$ cat src/rtl/pe_window_feeder_pkg.sv
// rtl/pe_window_feeder_pkg.sv - shared types and constants for the PE window feeder
package pe_window_feeder_pkg;

   typedef enum logic [2:0] {
      IDLE,
      W_SETUP,
      W_PULSE,
      W_HOLD,
      PAD_HEAD,
      STREAM,
      PAD_TAIL,
      DONE
   } state_t;

   localparam int KERNEL_SIZE_DEF = 7;
   localparam int PAD             = (KERNEL_SIZE_DEF - 1) / 2;

   // window bit order: the newest sample lands at bit 0, the oldest at the top
   localparam int NEWEST_BIT = 0;

   function automatic int pad_of(input int k);
      return (k - 1) / 2;
   endfunction

endpackage

$ cat src/rtl/pe_window_shreg.sv
// rtl/pe_window_shreg.sv - sliding-window shift register with saturating fill count
module pe_window_shreg
   import pe_window_feeder_pkg::*;
#(
   parameter int kernel_size = 7,
   parameter int FILL_W      = $clog2(kernel_size + 1)
) (
   input  logic                   clk,
   input  logic                   rst,
   input  logic                   clear,
   input  logic                   shift_en,
   input  logic                   bit_in,
   output logic [kernel_size-1:0] window,
   output logic [FILL_W-1:0]      fill,
   output logic                   full
);

   assign full = (fill == FILL_W'(kernel_size));

   always_ff @(posedge clk or posedge rst) begin
      if (rst) begin
         window <= '0;
         fill   <= '0;
      end else if (clear) begin
         window <= '0;
         fill   <= '0;
      end else if (shift_en) begin
         window <= (NEWEST_BIT == 0) ? {window[kernel_size-2:0], bit_in}
                                     : {bit_in, window[kernel_size-1:1]};
         if (!full)
            fill <= fill + FILL_W'(1);
      end
   end

endmodule

$ cat src/rtl/pe_window_feeder.sv
// rtl/pe_window_feeder.sv - weight loader and padded sliding-window feeder for the binary PE
module pe_window_feeder
   import pe_window_feeder_pkg::*;
#(
   parameter int kernel_size = 7,
   parameter int SEQ_W       = 10
) (
   input  logic                   clk,
   input  logic                   rst,
   input  logic [kernel_size-1:0] weight_in,
   input  logic                   weight_valid,
   output logic                   weight_ready,
   input  logic                   start,
   input  logic [SEQ_W-1:0]       seq_len,
   input  logic                   pad_value,
   input  logic                   act_in,
   input  logic                   act_valid,
   output logic                   act_ready,
   output logic [kernel_size-1:0] weight_data,
   output logic                   new_weight_val,
   output logic [kernel_size-1:0] input_data,
   output logic                   window_valid,
   output logic [SEQ_W-1:0]       win_idx,
   output logic                   busy,
   output logic                   frame_done
);

   localparam int PAD_L  = pad_of(kernel_size);
   localparam int FILL_W = $clog2(kernel_size + 1);

   state_t             state, next_state;
   logic [SEQ_W-1:0]   seq_len_q;
   logic [SEQ_W-1:0]   cnt;
   logic               pad_q;
   logic               shift_en, shift_bit, clear_win, load_w;
   logic [FILL_W-1:0]  fill;
   logic               full;

   always_ff @(posedge clk or posedge rst) begin
      if (rst)
         state <= IDLE;
      else
         state <= next_state;
   end

   always_comb begin
      next_state = state;
      case (state)
         IDLE:     if (weight_valid) next_state = W_SETUP;
                   else if (start)   next_state = PAD_HEAD;
         W_SETUP:  next_state = W_PULSE;
         W_PULSE:  next_state = W_HOLD;
         W_HOLD:   next_state = IDLE;
         PAD_HEAD: if (seq_len_q == '0)                  next_state = DONE;
                   else if (cnt == SEQ_W'(PAD_L - 1))    next_state = STREAM;
         STREAM:   if (act_valid && cnt == seq_len_q - SEQ_W'(1)) next_state = PAD_TAIL;
         PAD_TAIL: if (cnt == SEQ_W'(PAD_L - 1))         next_state = DONE;
         DONE:     next_state = IDLE;
         default:  next_state = IDLE;
      endcase
   end

   always_comb begin
      weight_ready = (state == IDLE) && !rst;
      act_ready    = (state == STREAM);
      load_w       = (state == IDLE) && weight_valid;
      clear_win    = (state == IDLE) && !weight_valid && start;
      shift_en     = ((state == PAD_HEAD) && (seq_len_q != '0)) ||
                     ((state == STREAM) && act_valid) ||
                     (state == PAD_TAIL);
      shift_bit    = (state == STREAM) ? act_in : pad_q;
   end

   pe_window_shreg #(
      .kernel_size (kernel_size),
      .FILL_W      (FILL_W)
   ) u_shreg (
      .clk      (clk),
      .rst      (rst),
      .clear    (clear_win),
      .shift_en (shift_en),
      .bit_in   (shift_bit),
      .window   (input_data),
      .fill     (fill),
      .full     (full)
   );

   // cnt restarts on every state change, so it counts pad shifts or accepted bits per phase
   always_ff @(posedge clk or posedge rst) begin
      if (rst) begin
         cnt            <= '0;
         seq_len_q      <= '0;
         pad_q          <= 1'b0;
         weight_data    <= '0;
         new_weight_val <= 1'b0;
         window_valid   <= 1'b0;
         win_idx        <= '0;
         busy           <= 1'b0;
         frame_done     <= 1'b0;
      end else begin
         if (next_state != state)
            cnt <= '0;
         else if (shift_en)
            cnt <= cnt + SEQ_W'(1);
         if (clear_win) begin
            seq_len_q <= seq_len;
            pad_q     <= pad_value;
         end
         if (load_w)
            weight_data <= weight_in;
         new_weight_val <= (next_state == W_PULSE);
         busy           <= (next_state != IDLE);
         frame_done     <= (next_state == DONE);
         window_valid   <= shift_en && (full || fill == FILL_W'(kernel_size - 1));
         if (clear_win)
            win_idx <= '0;
         else if (window_valid)
            win_idx <= win_idx + SEQ_W'(1);
      end
   end

endmodule

$ cat config.mk
export PLATFORM = sky130hd
export DESIGN_NAME = pe_window_feeder
export DESIGN_NICKNAME = d
export VERILOG_FILES = /design/src/rtl/pe_window_feeder_pkg.sv /design/src/rtl/pe_window_shreg.sv /design/src/rtl/pe_window_feeder.sv
export SDC_FILE = /design/constraint.sdc
export NUM_CORES = 1
export LEC_CHECK = 0
export CAP_MARGIN = 0
export CORE_ASPECT_RATIO = 0.7
export CORE_MARGIN = 5
export CORE_UTILIZATION = 55
export DETAILED_ROUTE_END_ITERATION = 10
export GPL_ROUTABILITY_DRIVEN = 0
export PLACE_DENSITY = 0.93
export REMOVE_ABC_BUFFERS = 1
export SLEW_MARGIN = 15
export SYNTH_ARGS = -nofsm -noshare
export SYNTH_HDL_FRONTEND = slang
export SYNTH_SLANG_ARGS = --single-unit
$ cat constraint.sdc
create_clock -name clk -period 4.35 [get_ports clk]
set_input_delay 0.6525 -clock clk [delete_from_list [all_inputs] [get_ports clk]]
set_output_delay 0.6525 -clock clk [all_outputs]
set_load 0.01 [all_outputs]
## Word level (Yosys, flattened, before mapping)

Cells that the tools add are included.
W data, S select, Z words.

| word-level totals | value |
|---|---|
| bits in registers | 55 |
| output and inout bits | 30 |

| cells by class | value |
|---|---|
| $add $sub $neg | 4 |
| eq/ne operators | 15 |
| multiplexer cells | 17 |
| reductions and logical operators | 22 |

Operators with widths:

| cell | count |
|---|---|
| $mux W10 | 4 |
| $mux W3 | 9 |
| $eq A3 B3 Y1 const B | 7 |
| $pmux W3 S7 | 1 |
| $add A10 B1 Y10 const B | 2 |
| $mux W7 | 2 |
| $eq A10 B10 Y1 | 1 |
| $eq A10 B2 Y1 const B | 1 |
| $logic_not A10 Y1 | 1 |
| $reduce_bool A10 Y1 | 1 |
| $sub A10 B1 Y10 const B | 1 |
| $eq A3 B2 Y1 const B | 3 |
| $logic_and A1 B1 Y1 | 8 |
| $reduce_bool A2 Y1 | 3 |
| $add A3 B1 Y3 const B | 1 |
| $eq A3 B1 Y1 const B | 1 |
| $logic_not A3 Y1 | 1 |
| $logic_or A1 B1 Y1 | 3 |
| $ne A3 B3 Y1 | 1 |
| $reduce_bool A3 Y1 | 1 |
| $logic_not A1 Y1 | 2 |
| $ne A2 B2 Y1 const B | 1 |
| $reduce_and A2 Y1 | 1 |
| $reduce_or A2 Y1 | 1 |
| $mux W1 | 1 |

## Longest topological paths before layout

Gate-level depths: netlist (run 1).

| logic depth | value |
|---|---|
| depth in word-level cells | 7 |
| mapped depth | 9 |
| depth with buffers taken out | 8 |

## Hierarchy

A second synthesis (run 1) with hierarchy kept.

| unflattened totals | value |
|---|---|
| cell total of the unflattened synthesis | 297 |
| area, all modules | 2925.3 um^2 |

By module, submodules not included:

| module | instances | cells each | area each (um^2) | sequential area each (um^2) |
|---|---|---|---|---|
| pe_window_feeder | 1 | 258 | 2449.8 | 1126.1 |
| pe_window_shreg | 1 | 39 | 475.5 | 250.2 |

## Worst setup path before layout (run 1)

No wires, ideal clock.

| timing | value |
|---|---|
| kind | flip-flop to flip-flop |
| start | register seq_len_q[0] |
| end | register cnt[0] |
| setup time | 147 ps |
| arrival | 2489 ps |
| data required time | 4203 ps |
| setup slack | 1714 ps |
| stages on the path, launching flop included | 10 |
| buffers on the path | 1 |
| cell sequence | dfrtp_1 inv_1 ha_1 or4b_2 or4_2 o211ai_1 o211ai_2 o21ai_2 buf_6 a21oi_1 |

| between the ends | value |
|---|---|
| word-level cells in the longest chain between the ends | 7 |

Ends and longest elaborated chain:

| what | RTL line | text |
|---|---|---|
| start: declaration | pe_window_feeder.sv:32 | `logic [SEQ_W-1:0] seq_len_q;` |
| start signal: assignment | pe_window_feeder.sv:106 | `seq_len_q <= seq_len;` |
| $sub A10 B1 Y10 | pe_window_feeder.sv:56 | `STREAM: if (act_valid && cnt == seq_len_q - SEQ_W'(1)) next_state = PAD_TAIL;` |
| $eq A10 B10 Y1 | pe_window_feeder.sv:56 |  |
| $logic_and A1 B1 Y1 | pe_window_feeder.sv:56 |  |
| $mux W3 | pe_window_feeder.sv:56 |  |
| $pmux W3 S7 | pe_window_feeder.sv:48 | `case (state)` |
| $ne A3 B3 Y1 | pe_window_feeder.sv:101 | `if (next_state != state)` |
| $mux W10 or $reduce_bool A2 Y1 (tied branches) | n/a |  |
| end signal: assignment | pe_window_feeder.sv:104 | `cnt <= cnt + SEQ_W'(1);` |
| end: declaration | pe_window_feeder.sv:33 | `logic [SEQ_W-1:0] cnt;` |

Parallel ways exist; a longest one is shown, timed or not.
A chain may end at the register's enable or synchronous reset.

## Worst setup path after layout (run 1)

| timing | value |
|---|---|
| start | register seq_len_q[0] |
| end | register cnt[1] |

The elaborated chain is that of the path after synthesis.

==> summary.txt, run 1 <==
Outcome
  – Status: completed

Cells and area
  – Share of the core filled with cells in the final layout: 0.7181
  – Layout cell share with drive strength beyond 1: 0.1146
  – Antenna diode count: 0
  – Design Area, Final: 0.003510 sq mm
  – Final net count: 353
  – Most common cell after layout, fill and taps aside: sky130_fd_sc_hd__dfrtp_1
  – Filler instances: 348
  – Area Growth Syn to Fin: 23.73%
  – Most frequent cells in the layout: sky130_fd_sc_hd__dfrtp_1, sky130_fd_sc_hd__clkdlybuf4s50_1, sky130_fd_sc_hd__nor2_1

Worst setup path
  – Data arrival, critical path: 3200 ps
  – Worst reg2reg setup slack: 1300 ps
  – Crit path required time: 4500 ps
  – Maximum fanout encountered on the critical timing path: 11
  – Depth of the worst register-to-register path: 8
  – Startpoint Class: flip-flop
  – Crit. End Element: flip-flop
  – Critical Setup Path Class: flip-flop to flip-flop

Global route
  – Vias in the first global route: 2177
  – First-pass GRT wire length: 10680 microns
  – Maximum number of pins on one net before global-route repair: 37
  – Overall fraction of global-route tracks in use: 0.2000
  – Initial antenna violation count: 0
  – Global route total overflow: 0

Pwr
  – Static leakage power: 1.476 nW
  – Total net switching power: 0.8317 mW
  – Total Power: 2.125 mW
  – Total power divided by cell area: 605.4 mW/mm^2
  – Proportion of total power due to net switching: 0.3914
  – Sequential cell fraction of total power: 0.419
  – Internal: 1.293 mW
  – Combinational cell fraction of total power: 0.452
  – Worst supply voltage drop on vdd: 0.4246 mV
  – Clock share of power: 0.130

STA
  – Final sum of negative setup slack: 0 ps
  – Maximum clock frequency: 0.3277 GHz
  – RSZ-0062 raised after global routing: no
  – Share of the clock period used by the worst path after layout: 0.7015
  – Transition at the pin with the smallest max-transition slack: 721.7 ps
  – Post-Route Skew: 7.223 ps
  – Max transition margin: 0.5156
  – Number of failing hold endpoints at the final stage: 0
  – Fin. max-slew vios: 0
  – Min Clock Period, post-route: 3052 ps
  – Final number of setup-violating endpoints: 0

Place
  – Port buffer count: 53
  – Dpl cell area: 0.003425 sq mm
  – Placed wire-length estimate: 4630 microns

Job
  – Number of max-cap violations: 0

Route
  – Number of routed nets with antenna violations: 0
  – Iteration-0 DRC Markers: 139
  – Post-route DRC violation count: 0
  – TritonRoute pass-1 iters: 4
  – Routed len/inst: 15.90 microns
  – Via density per instance: 5.518
  – Via count: 2163
  – Total wire length: 6233 microns

Yosys
  – Summed instance area of the synthesized netlist: 0.002836 sq mm
  – Adder-cell share of the synthesized area: 0.03088
  – Post-synthesis share of cell area spent on and, or, nand and nor gates: 0.1672
  – Mean instance size in the synthesized netlist: 10.47 sq um
  – Multiplexer share of the synthesized area: 0.09087
  – Portion of the post-synthesis area used by sequential elements: 0.4852
  – Synth Area in Compound Gates: 0.09969
  – Number of register bits inferred by synthesis: 55
  – Gate count after technology mapping: 271
  – Post-synthesis cell type count: 45
  – Count of yosys warnings during synthesis: 0
  – Combinational family with the most area after synthesis: simple AND/OR/NAND/NOR gates
  – Area share of xor/xnor cells in the synthesized design: 0.08646

Clock network
  – Clock tree root driver cell: sky130_fd_sc_hd__clkbuf_8
  – Number of H-tree levels: 2
  – Post-CTS Setup Inserts: 0
  – Worst-path clk slew: 90 ps
  – # hold bufs at CTS: 0
  – Clk_lat worst skew: 310 ps
  – Post-cts resize count: 0
  – Clk sinks: 55
  – TritonCTS clock tree: done
  – CTS Buffer Depth: 2
  – Cts bufs inserted: 5

Floorplan
  – Core box area: 0.004887 sq mm
  – Count of standard-cell rows: 21
  – Count of pins on the block boundary: 54
  – Initial core utilization: 0.5804
  – Width of the die: 95.84 microns
  – Full die area: 0.006717 sq mm
  – Vertical die dimension: 70.09 microns

Hold path
  – HP Class: flip-flop to flip-flop
  – Min-Delay Path Depth: 1
==> metrics by stage <==
step                std cells  hold WS (ps)  setup slack (ps)
finish                    392         516.9              1299
detailed placement        384         500.0              1319
floorplan                 259         480.0              1004
CTS                       392         520.7              1313
global route              392         539.9              1155
global placement          384         490.2              1466
==> cells by family after synthesis <==
family,after synthesis
buf+inv,27
flops,55
compound gates,40
fa+ha+maj,7
mux,24
simple gates,90
xor+xnor,28
==> power by group through the flow <==
stage	sequential [mW]	combinational, mW	clock (mW)
4_1_cts	0.886	0.967	0.279
3_3_place_gp	0.881	0.922	0
2_1_floorplan	0.898	0.561	0
3_5_place_dp	0.893	0.958	0
5_1_grt	0.921	1.06	0.299
6_report	0.890	0.959	0.275
==> cell usage after synthesis (all sizes together) <==
master	instances	area, sq um
nand2	11	41.29
nor4	4	25.02
inv	15	56.30
a221oi	1	8.760
a2111oi	1	27.53
o21ai	8	43.79
xor2	18	157.7
nand3	4	20.02
nand3b	2	15.01
nor2	29	108.9
o41ai	3	26.28
and4	1	8.760
a21boi	1	7.510
o31a	1	8.760
o221ai	1	8.760
a31oi	1	6.260
or3	1	6.260
nor3	8	40.04
xnor2	10	87.58
o211ai	3	27.52
buf	5	30.02
a211oi	1	7.510
o31ai	2	20.02
a21o	2	15.01
or4	4	40.04
nor3b	2	15.01
or2	2	12.51
nand4	11	68.82
nor2b	6	37.54
and3	3	18.77
clkbuf	7	26.28
mux2i	10	100.1
ha	7	87.58
mux2	14	157.7
a21oi	15	75.07
dfrtp	55	1376
and2	1	6.260
or4b	1	10.01
==> worst max-delay path, cell delays in order (launching register included) <==
cell,delay [ps]
sky130_fd_sc_hd__dfrtp_1,430
sky130_fd_sc_hd__inv_1,100
sky130_fd_sc_hd__ha_1,180
sky130_fd_sc_hd__or4b_2,670
sky130_fd_sc_hd__or4_2,670
sky130_fd_sc_hd__o211ai_1,120
sky130_fd_sc_hd__o211ai_2,130
sky130_fd_sc_hd__o21ai_2,430
sky130_fd_sc_hd__a221oi_1,150
==> per-layer routing <==
metal / vias up / GRT usage / wire length, microns
li1: 1044 / - / -
met1: 1024 / 0.2818 / 2793
met2: 89 / 0.3105 / 2885
met3: 6 / 0.04936 / 502
met4: 0 / 0.04732 / 52
met5: - / 0 / 0
==> final cells by class <==
cell class	count	area (sq um)	area share
multi-input cells	189	1353	0.3854
clock inverters	2	12.51	0.003565
inverters	15	56.30	0.01604
well taps	69	86.33	0.02460
flip-flops and latches	55	1376	0.3922
clock buffers	6	72.57	0.02068
repair buffers	56	553.0	0.1576
==> final timing paths <==
check / from / to
max: seq_len_q[0]$_DFFE_PP0P_ / cnt[1]$_DFFE_PP0P_
min: pad_q$_DFFE_PP0P_ / pad_q$_DFFE_PP0P_
max reg2reg: seq_len_q[0]$_DFFE_PP0P_ / cnt[1]$_DFFE_PP0P_
min reg2reg: pad_q$_DFFE_PP0P_ / pad_q$_DFFE_PP0P_
max in group asynchronous: rst / seq_len_q[0]$_DFFE_PP0P_
min in group asynchronous: rst / frame_done$_DFF_PP0_
==> flip-flops by register name, summed over array words and instances, names as in the netlist <==
name and cells:
busy 1, cnt 10, frame_done 1, new_weight_val 1, pad_q 1, seq_len_q 10
state 3, u_shreg.fill 3, u_shreg.window 7, weight_data 7, win_idx 10, window_valid 1
Note: power is estimated with default switching activity, not from simulation.
==> run 2: changes to the inputs <==
- CORE_UTILIZATION: 55 -> 52
- PLACE_DENSITY: 0.93 -> 0.89
- clock period: 4.35 -> 2.9 ns (I/O delays scaled with it)
==> run 2 against run 1 <==
  * Combinational power increased by 56%
  * Sequential power increased by 49%
  * Design area increased by 2.2%
  * Critical endpoint is now cnt[5]$_DFFE_PP0P_
  * Largest cell class unchanged
==> summary.txt, run 2 (synthesis gave the netlist of run 1 again) <==
STA
  – Transition at the pin with the smallest max-transition slack: 666.7 ps (-55.00 ps)
  – RSZ-0062 raised after global routing: no
  – Final sum of negative setup slack: 0 ps (unchanged)
  – Maximum clock frequency: 0.3586 GHz (+9.4%)
  – Min Clock Period, post-route: 2789 ps (-262.9 ps)
  – Number of failing hold endpoints at the final stage: 0 (unchanged)
  – Worst hold slack: 517.3 ps (+0.4020 ps)
  – Post-Route Skew: 10.79 ps (+3.562 ps)
  – Fin. max-slew vios: 0 (unchanged)
  – Final number of setup-violating endpoints: 0 (unchanged)
  – Share of the clock period used by the worst path after layout: 0.9616 (+0.2601)
  – Max transition margin: 0.5555 (+0.03990)

Route
  – Routed len/inst: 15.51 microns (-2.5%)
  – TritonRoute pass-1 iters: 5 (+1)
  – Total wire length: 6203 microns (-0.48%)
  – Via count: 2171 (+0.37%)
  – Number of routed nets with antenna violations: 0 (unchanged)
  – Iteration-0 DRC Markers: 195 (+40%)
  – Via density per instance: 5.428 (-1.6%)
  – Post-route DRC violation count: 0 (unchanged)

Floorplan
  – Vertical die dimension: 71.79 microns (+2.4%)
  – Count of pins on the block boundary: 54 (unchanged)
  – Count of standard-cell rows: 22 (+4.8%)
  – Width of the die: 98.28 microns (+2.5%)
  – Full die area: 0.007055 sq mm (+5.0%)
  – Initial core utilization: 0.5395 (-0.04088)
  – Core box area: 0.005258 sq mm (+7.6%)

Cells and area
  – Final net count: 358 (+1.4%)
  – Most common cell after layout, fill and taps aside: sky130_fd_sc_hd__dfrtp_1
  – Area Growth Syn to Fin: 26.42%
  – Registers with the most flip-flops: cnt (10), seq_len_q (10), win_idx (10)
  – Antenna diode count: 0 (unchanged)
  – Most frequent cells in the layout: sky130_fd_sc_hd__dfrtp_1, sky130_fd_sc_hd__clkdlybuf4s50_1, sky130_fd_sc_hd__nor2_1
  – Layout cell share with drive strength beyond 1: 0.1341 (+0.01960)
  – Filler-free cell count of the finished design: 400 (+2.0%)
  – Share of the core filled with cells in the final layout: 0.6821 (-0.03607)

Hold path
  – Origin of the worst min-delay path: weight_data[0]$_DFFE_PP0P_
  – HP Class: flip-flop to flip-flop

Clock network
  – Cts bufs inserted: 5 (unchanged)
  – Worst-path clk slew: 100 ps (about the same)
  – # hold bufs at CTS: 0 (unchanged)
  – Post-CTS Setup Inserts: 0 (unchanged)
  – TritonCTS clock tree: done
  – Number of H-tree levels: 2 (unchanged)
  – Clk_lat worst skew: 310 ps (about the same)
  – Clk sinks: 55 (unchanged)
  – CTS Buffer Depth: 2 (unchanged)
  – Post-cts resize count: 0 (unchanged)
  – Clock tree root driver cell: sky130_fd_sc_hd__clkbuf_8

Worst setup path
  – Crit path required time: 3090 ps (-1410 ps)
  – CP max-delay cell: sky130_fd_sc_hd__or4_2
  – Data arrival, critical path: 2980 ps (-220 ps)
  – Crit. End Element: flip-flop
  – CP Cell Sequence: inv_1 > ha_1 > or4b_2 > or4_2 > o211ai_1 > o211ai_2 > o21ai_2 > buf_4 > a21oi_1
  – Highest cell delay on the worst timing path: 660 ps (about the same)
  – Crit Reg-Reg Startpoint: seq_len_q[0]$_DFFE_PP0P_
  – Critical Setup Path Class: flip-flop to flip-flop
  – Startpoint Class: flip-flop
  – Critical path startpoint: seq_len_q[0]$_DFFE_PP0P_
  – Maximum fanout encountered on the critical timing path: 9 (-2)

Global route
  – Global route total overflow: 0 (unchanged)
  – Initial antenna violation count: 0 (unchanged)
  – Vias in the first global route: 2095 (-3.8%)
  – Maximum number of pins on one net before global-route repair: 56 (+51%)
  – First-pass GRT wire length: 10240 microns (-4.1%)
  – Overall fraction of global-route tracks in use: 0.1809 (-0.01909)

Pwr
  – Worst supply voltage drop on vdd: 0.5649 mV (+33%)
  – Static leakage power: 1.517 nW (+2.8%)
  – Total Power: 3.349 mW (+58%)
  – Total power divided by cell area: 934.0 mW/mm^2 (+54%)

Place
  – Placed cell count: 392 (+2.1%)
  – Port buffer count: 53 (unchanged)
  – Placed wire-length estimate: 4480 microns (-3.2%)

Job
  – Number of max-cap violations: 0 (unchanged)

Outcome
  – Status: completed
==> run 2: changes by cell type in the layout (fill, tap and decap cells not counted) <==
| cell | previous run | this run |
|---|---|---|
| sky130_fd_sc_hd__a21oi_2 | 0 | 1 |
| sky130_fd_sc_hd__buf_4 | 3 | 8 |
| sky130_fd_sc_hd__clkbuf_1 | 1 | 0 |
| sky130_fd_sc_hd__inv_6 | 0 | 1 |
| sky130_fd_sc_hd__clkinv_2 | 1 | 0 |
| sky130_fd_sc_hd__clkinv_4 | 0 | 1 |
| sky130_fd_sc_hd__a21oi_1 | 15 | 14 |
| sky130_fd_sc_hd__clkinvlp_4 | 1 | 0 |
| sky130_fd_sc_hd__bufinv_16 | 0 | 1 |
==> run 2: worst paths after layout <==
kind / endpoint / cells after the start / slack [ps]
max: cnt[5]$_DFFE_PP0P_ / 9 / 110
min: weight_data[0]$_DFFE_PP0P_ / 1 / 520
max reg2reg: cnt[5]$_DFFE_PP0P_ / 9 / 110
min reg2reg: weight_data[0]$_DFFE_PP0P_ / 1 / 520
max in group asynchronous: seq_len_q[2]$_DFFE_PP0P_ / 3 / 1800
min in group asynchronous: weight_data[0]$_DFFE_PP0P_ / 3 / 660
==> run 2: report_power, final <==
part           switching [mW]  internal [mW]
sequential              0.297           1.04
clock                   0.258          0.262
combinational           0.726          0.769
total                    1.28           2.07
==> run 2: layout make-up <==
type / count / area (sq um)
Fill cell: 384 / 1672
Sequential cell: 55 / 1376
Multi-Input combinational cell: 189 / 1356
Timing Repair Buffer: 61 / 590.6
Tap cell: 72 / 90.09
Clock buffer: 5 / 68.82
Inverter: 15 / 56.30
Clock inverter: 3 / 47.55
==> run 2: layer usage <==
layer,part of all wire,up-vias,global-route usage
li1,-,1064,-
met1,0.47,1032,0.2549
met2,0.45,68,0.2745
met3,0.063,7,0.04572
met4,0.014,0,0.06061
met5,0,-,0
==> run 2: per-stage QoR <==
stage          instance area (sq um)  setup WS (ps)
6_report                        3586          111.4
5_1_grt                         3586          6.461
4_1_cts                         3586          113.1
3_5_place_dp                    3470          117.9
3_3_place_gp                    3470          237.1
2_1_floorplan                   2780         -446.4
==> run 2: worst max-delay path, delay by kind of cell, from the launching register on <==
| family | cells | cell delay, ps |
|---|---|---|
| AND/OR/NAND/NOR | 2 | 1270 |
| AO/OA/AOI/OAI | 4 | 520 |
| buffers and inverters | 2 | 290 |
| adder cells (fa/ha/maj) | 1 | 170 |
| flip-flops | 1 | 420 |
==> run 3: changes to the inputs <==
- CTS_CLUSTER_SIZE: not set -> 12
- HOLD_SLACK_MARGIN: not set -> 0.15
- PLACE_DENSITY: 0.89 -> 0.92
==> run 3 against run 2 <==
  * Sequential cell count did not move
  * Combinational power barely moved
  * Clock skew barely moved
  * Worst setup slack got worse by 21 ps
  * Sequential share of layout area barely moved
  * Total power fell by 2.0%
  * Register-to-register slack got worse by 20 ps
  * Via count rose by 2.7%
  * Critical endpoint is now cnt[1]$_DFFE_PP0P_
==> summary.txt, run 3 (synthesis gave the netlist of run 1 again) <==
STA
  – Worst setup margin: 89.90 ps (-21.48 ps)
  – Post-Route Skew: 10.39 ps (-0.3938 ps)
  – Maximum clock frequency: 0.3559 GHz (-0.76%)
  – Final number of setup-violating endpoints: 0 (unchanged)
  – Worst hold slack: 516.8 ps (-0.4750 ps)
  – Max transition margin: 0.6179 (+0.06236)
  – Share of the clock period used by the worst path after layout: 0.9690 (+0.007406)
  – Transition at the pin with the smallest max-transition slack: 572.3 ps (-94.38 ps)
  – Number of failing hold endpoints at the final stage: 0 (unchanged)
  – Min Clock Period, post-route: 2810 ps (+21.48 ps)
  – RSZ-0062 raised after global routing: no
  – Fin. max-slew vios: 0 (unchanged)
  – Final sum of negative setup slack: 0 ps (unchanged)

Worst setup path
  – CP Cell Sequence: inv_1 > ha_1 > or4b_2 > buf_4 > or2_2 > nor4_1 > o211ai_2 > o21ai_2 > buf_6 > a221oi_1
  – Critical Setup Path Class: flip-flop to flip-flop
  – Maximum fanout encountered on the critical timing path: 11 (+2)
  – Crit. End Element: flip-flop
  – CP max-delay cell: sky130_fd_sc_hd__or4b_2
  – Buffer and inverter count on the worst path: 3 (+1)
  – Startpoint Class: flip-flop
  – Kind of cell adding the most delay to the critical path: simple AND/OR/NAND/NOR gates
  – Crit path required time: 3070 ps (-20 ps)
  – Highest cell delay on the worst timing path: 610 ps (-50 ps)
  – Critical path startpoint: seq_len_q[0]$_DFFE_PP0P_
  – Crit Reg-Reg Startpoint: seq_len_q[0]$_DFFE_PP0P_
  – Data arrival, critical path: 2980 ps (about the same)

Pwr
  – Total power divided by cell area: 915.8 mW/mm^2 (-1.9%)
  – Total Power: 3.282 mW (-2.0%)
  – Static leakage power: 1.518 nW (about the same)
  – Worst supply voltage drop on vdd: 0.5340 mV (-5.5%)

Route
  – Total wire length: 6321 microns (+1.9%)
  – Post-route DRC violation count: 0 (unchanged)
  – Number of routed nets with antenna violations: 0 (unchanged)
  – Routed len/inst: 15.72 microns (+1.4%)
  – Iteration-0 DRC Markers: 153 (-22%)
  – Via count: 2229 (+2.7%)
  – TritonRoute pass-1 iters: 4 (-1)
  – Via density per instance: 5.545 (+2.2%)

Cells and area
  – Area Growth Syn to Fin: 26.33% (about the same)
  – Final net count: 360 (+0.56%)
  – Most frequent cells in the layout: sky130_fd_sc_hd__dfrtp_1, sky130_fd_sc_hd__clkdlybuf4s50_1, sky130_fd_sc_hd__nor2_1
  – Multi-input combinational cell area: 0.001356 sq mm (unchanged)
  – Filler instances: 389 (+1.3%)
  – Registers with the most flip-flops: cnt (10), seq_len_q (10), win_idx (10)
  – Most common cell after layout, fill and taps aside: sky130_fd_sc_hd__dfrtp_1
  – Layout cell share with drive strength beyond 1: 0.1364 (+0.002217)
  – Antenna diode count: 0 (unchanged)
  – FF+latch area: 0.001376 sq mm (unchanged)

Place
  – Pre-CTS WS: 98.86 ps (-19.09 ps)
  – Port buffer count: 53 (unchanged)
  – Placed wire-length estimate: 4774 microns (+6.6%)

Job
  – Number of max-cap violations: 0 (unchanged)

Clock network
  – Clock tree root driver cell: sky130_fd_sc_hd__clkbuf_8
  – Clk_lat worst skew: 310 ps (about the same)
  – Cts bufs inserted: 5 (unchanged)
  – Post-CTS Setup Inserts: 0 (unchanged)
  – TritonCTS clock tree: done
  – Worst-path clk slew: 100 ps (about the same)
  – Number of H-tree levels: 2 (unchanged)
  – Clk sinks: 55 (unchanged)
  – CTS Buffer Depth: 2 (unchanged)

Global route
  – Global route total overflow: 0 (unchanged)
  – First-pass GRT wire length: 10560 microns (+3.2%)
  – Maximum number of pins on one net before global-route repair: 37 (-34%)
  – Vias in the first global route: 2156 (+2.9%)
  – Overall fraction of global-route tracks in use: 0.1845 (+0.003652)
  – Initial antenna violation count: 0 (unchanged)

Floorplan
  – Count of pins on the block boundary: 54 (unchanged)
  – Vertical die dimension: 71.79 microns (unchanged)
  – Core box area: 0.005258 sq mm (unchanged)
  – Width of the die: 98.28 microns (unchanged)
  – Initial core utilization: 0.5395 (unchanged)
  – Full die area: 0.007055 sq mm (unchanged)
  – Count of standard-cell rows: 22 (unchanged)

Hold path
  – HP Class: flip-flop to flip-flop
  – Origin of the worst min-delay path: weight_data[0]$_DFFE_PP0P_

Outcome
  – Status: completed
## run 3: per-stage QoR
stage,area (sq um),utilization,cells
2_1_floorplan,2780,-,259
3_3_place_gp,3481,0.6621,394
3_5_place_dp,3481,0.6621,394
4_1_cts,3576,0.6802,402
5_1_grt,3583,0.6816,402
6_report,3583,0.6816,402
## run 3: power by group
part	switching (mW)	internal [mW]
combinational	0.737	0.780
sequential	0.297	1.04
clock	0.233	0.196
## run 3: layout make-up
class / instances / share of cell area
Sequential cell: 55 / 0.3841
Multi-Input combinational cell: 189 / 0.3785
Timing Repair Buffer: 63 / 0.1700
Tap cell: 72 / 0.02514
Clock buffer: 7 / 0.02409
Inverter: 15 / 0.01571
Clock inverter: 1 / 0.002444
## run 3: path summary, 6_finish.rpt
check | end | slack, ps | cells after the start
min reg2reg | weight_data[0]$_DFFE_PP0P_ | 520 | 1
min in group asynchronous | seq_len_q[1]$_DFFE_PP0P_ | 550 | 2
max | cnt[1]$_DFFE_PP0P_ | 90 | 10
max reg2reg | cnt[1]$_DFFE_PP0P_ | 90 | 10
min | weight_data[0]$_DFFE_PP0P_ | 520 | 1
max in group asynchronous | u_shreg.window[4]$_DFFE_PP0P_ | 1730 | 3
## run 3: layer usage
layer  global-route usage  wire length [microns]  vias to the layer above
met5                    0                      0                        -
met4              0.05303                     61                        0
met3              0.04961                    528                       10
met2               0.2805                   2837                       95
met1               0.2612                   2894                     1060
li1                     -                      -                     1064
## run 3: timing repair
action                                 CTS  global route
resized for setup                        0             2
hold buffers                             0             0
setup endpoints to repair                0            10
endpoints found under the hold margin    0             0
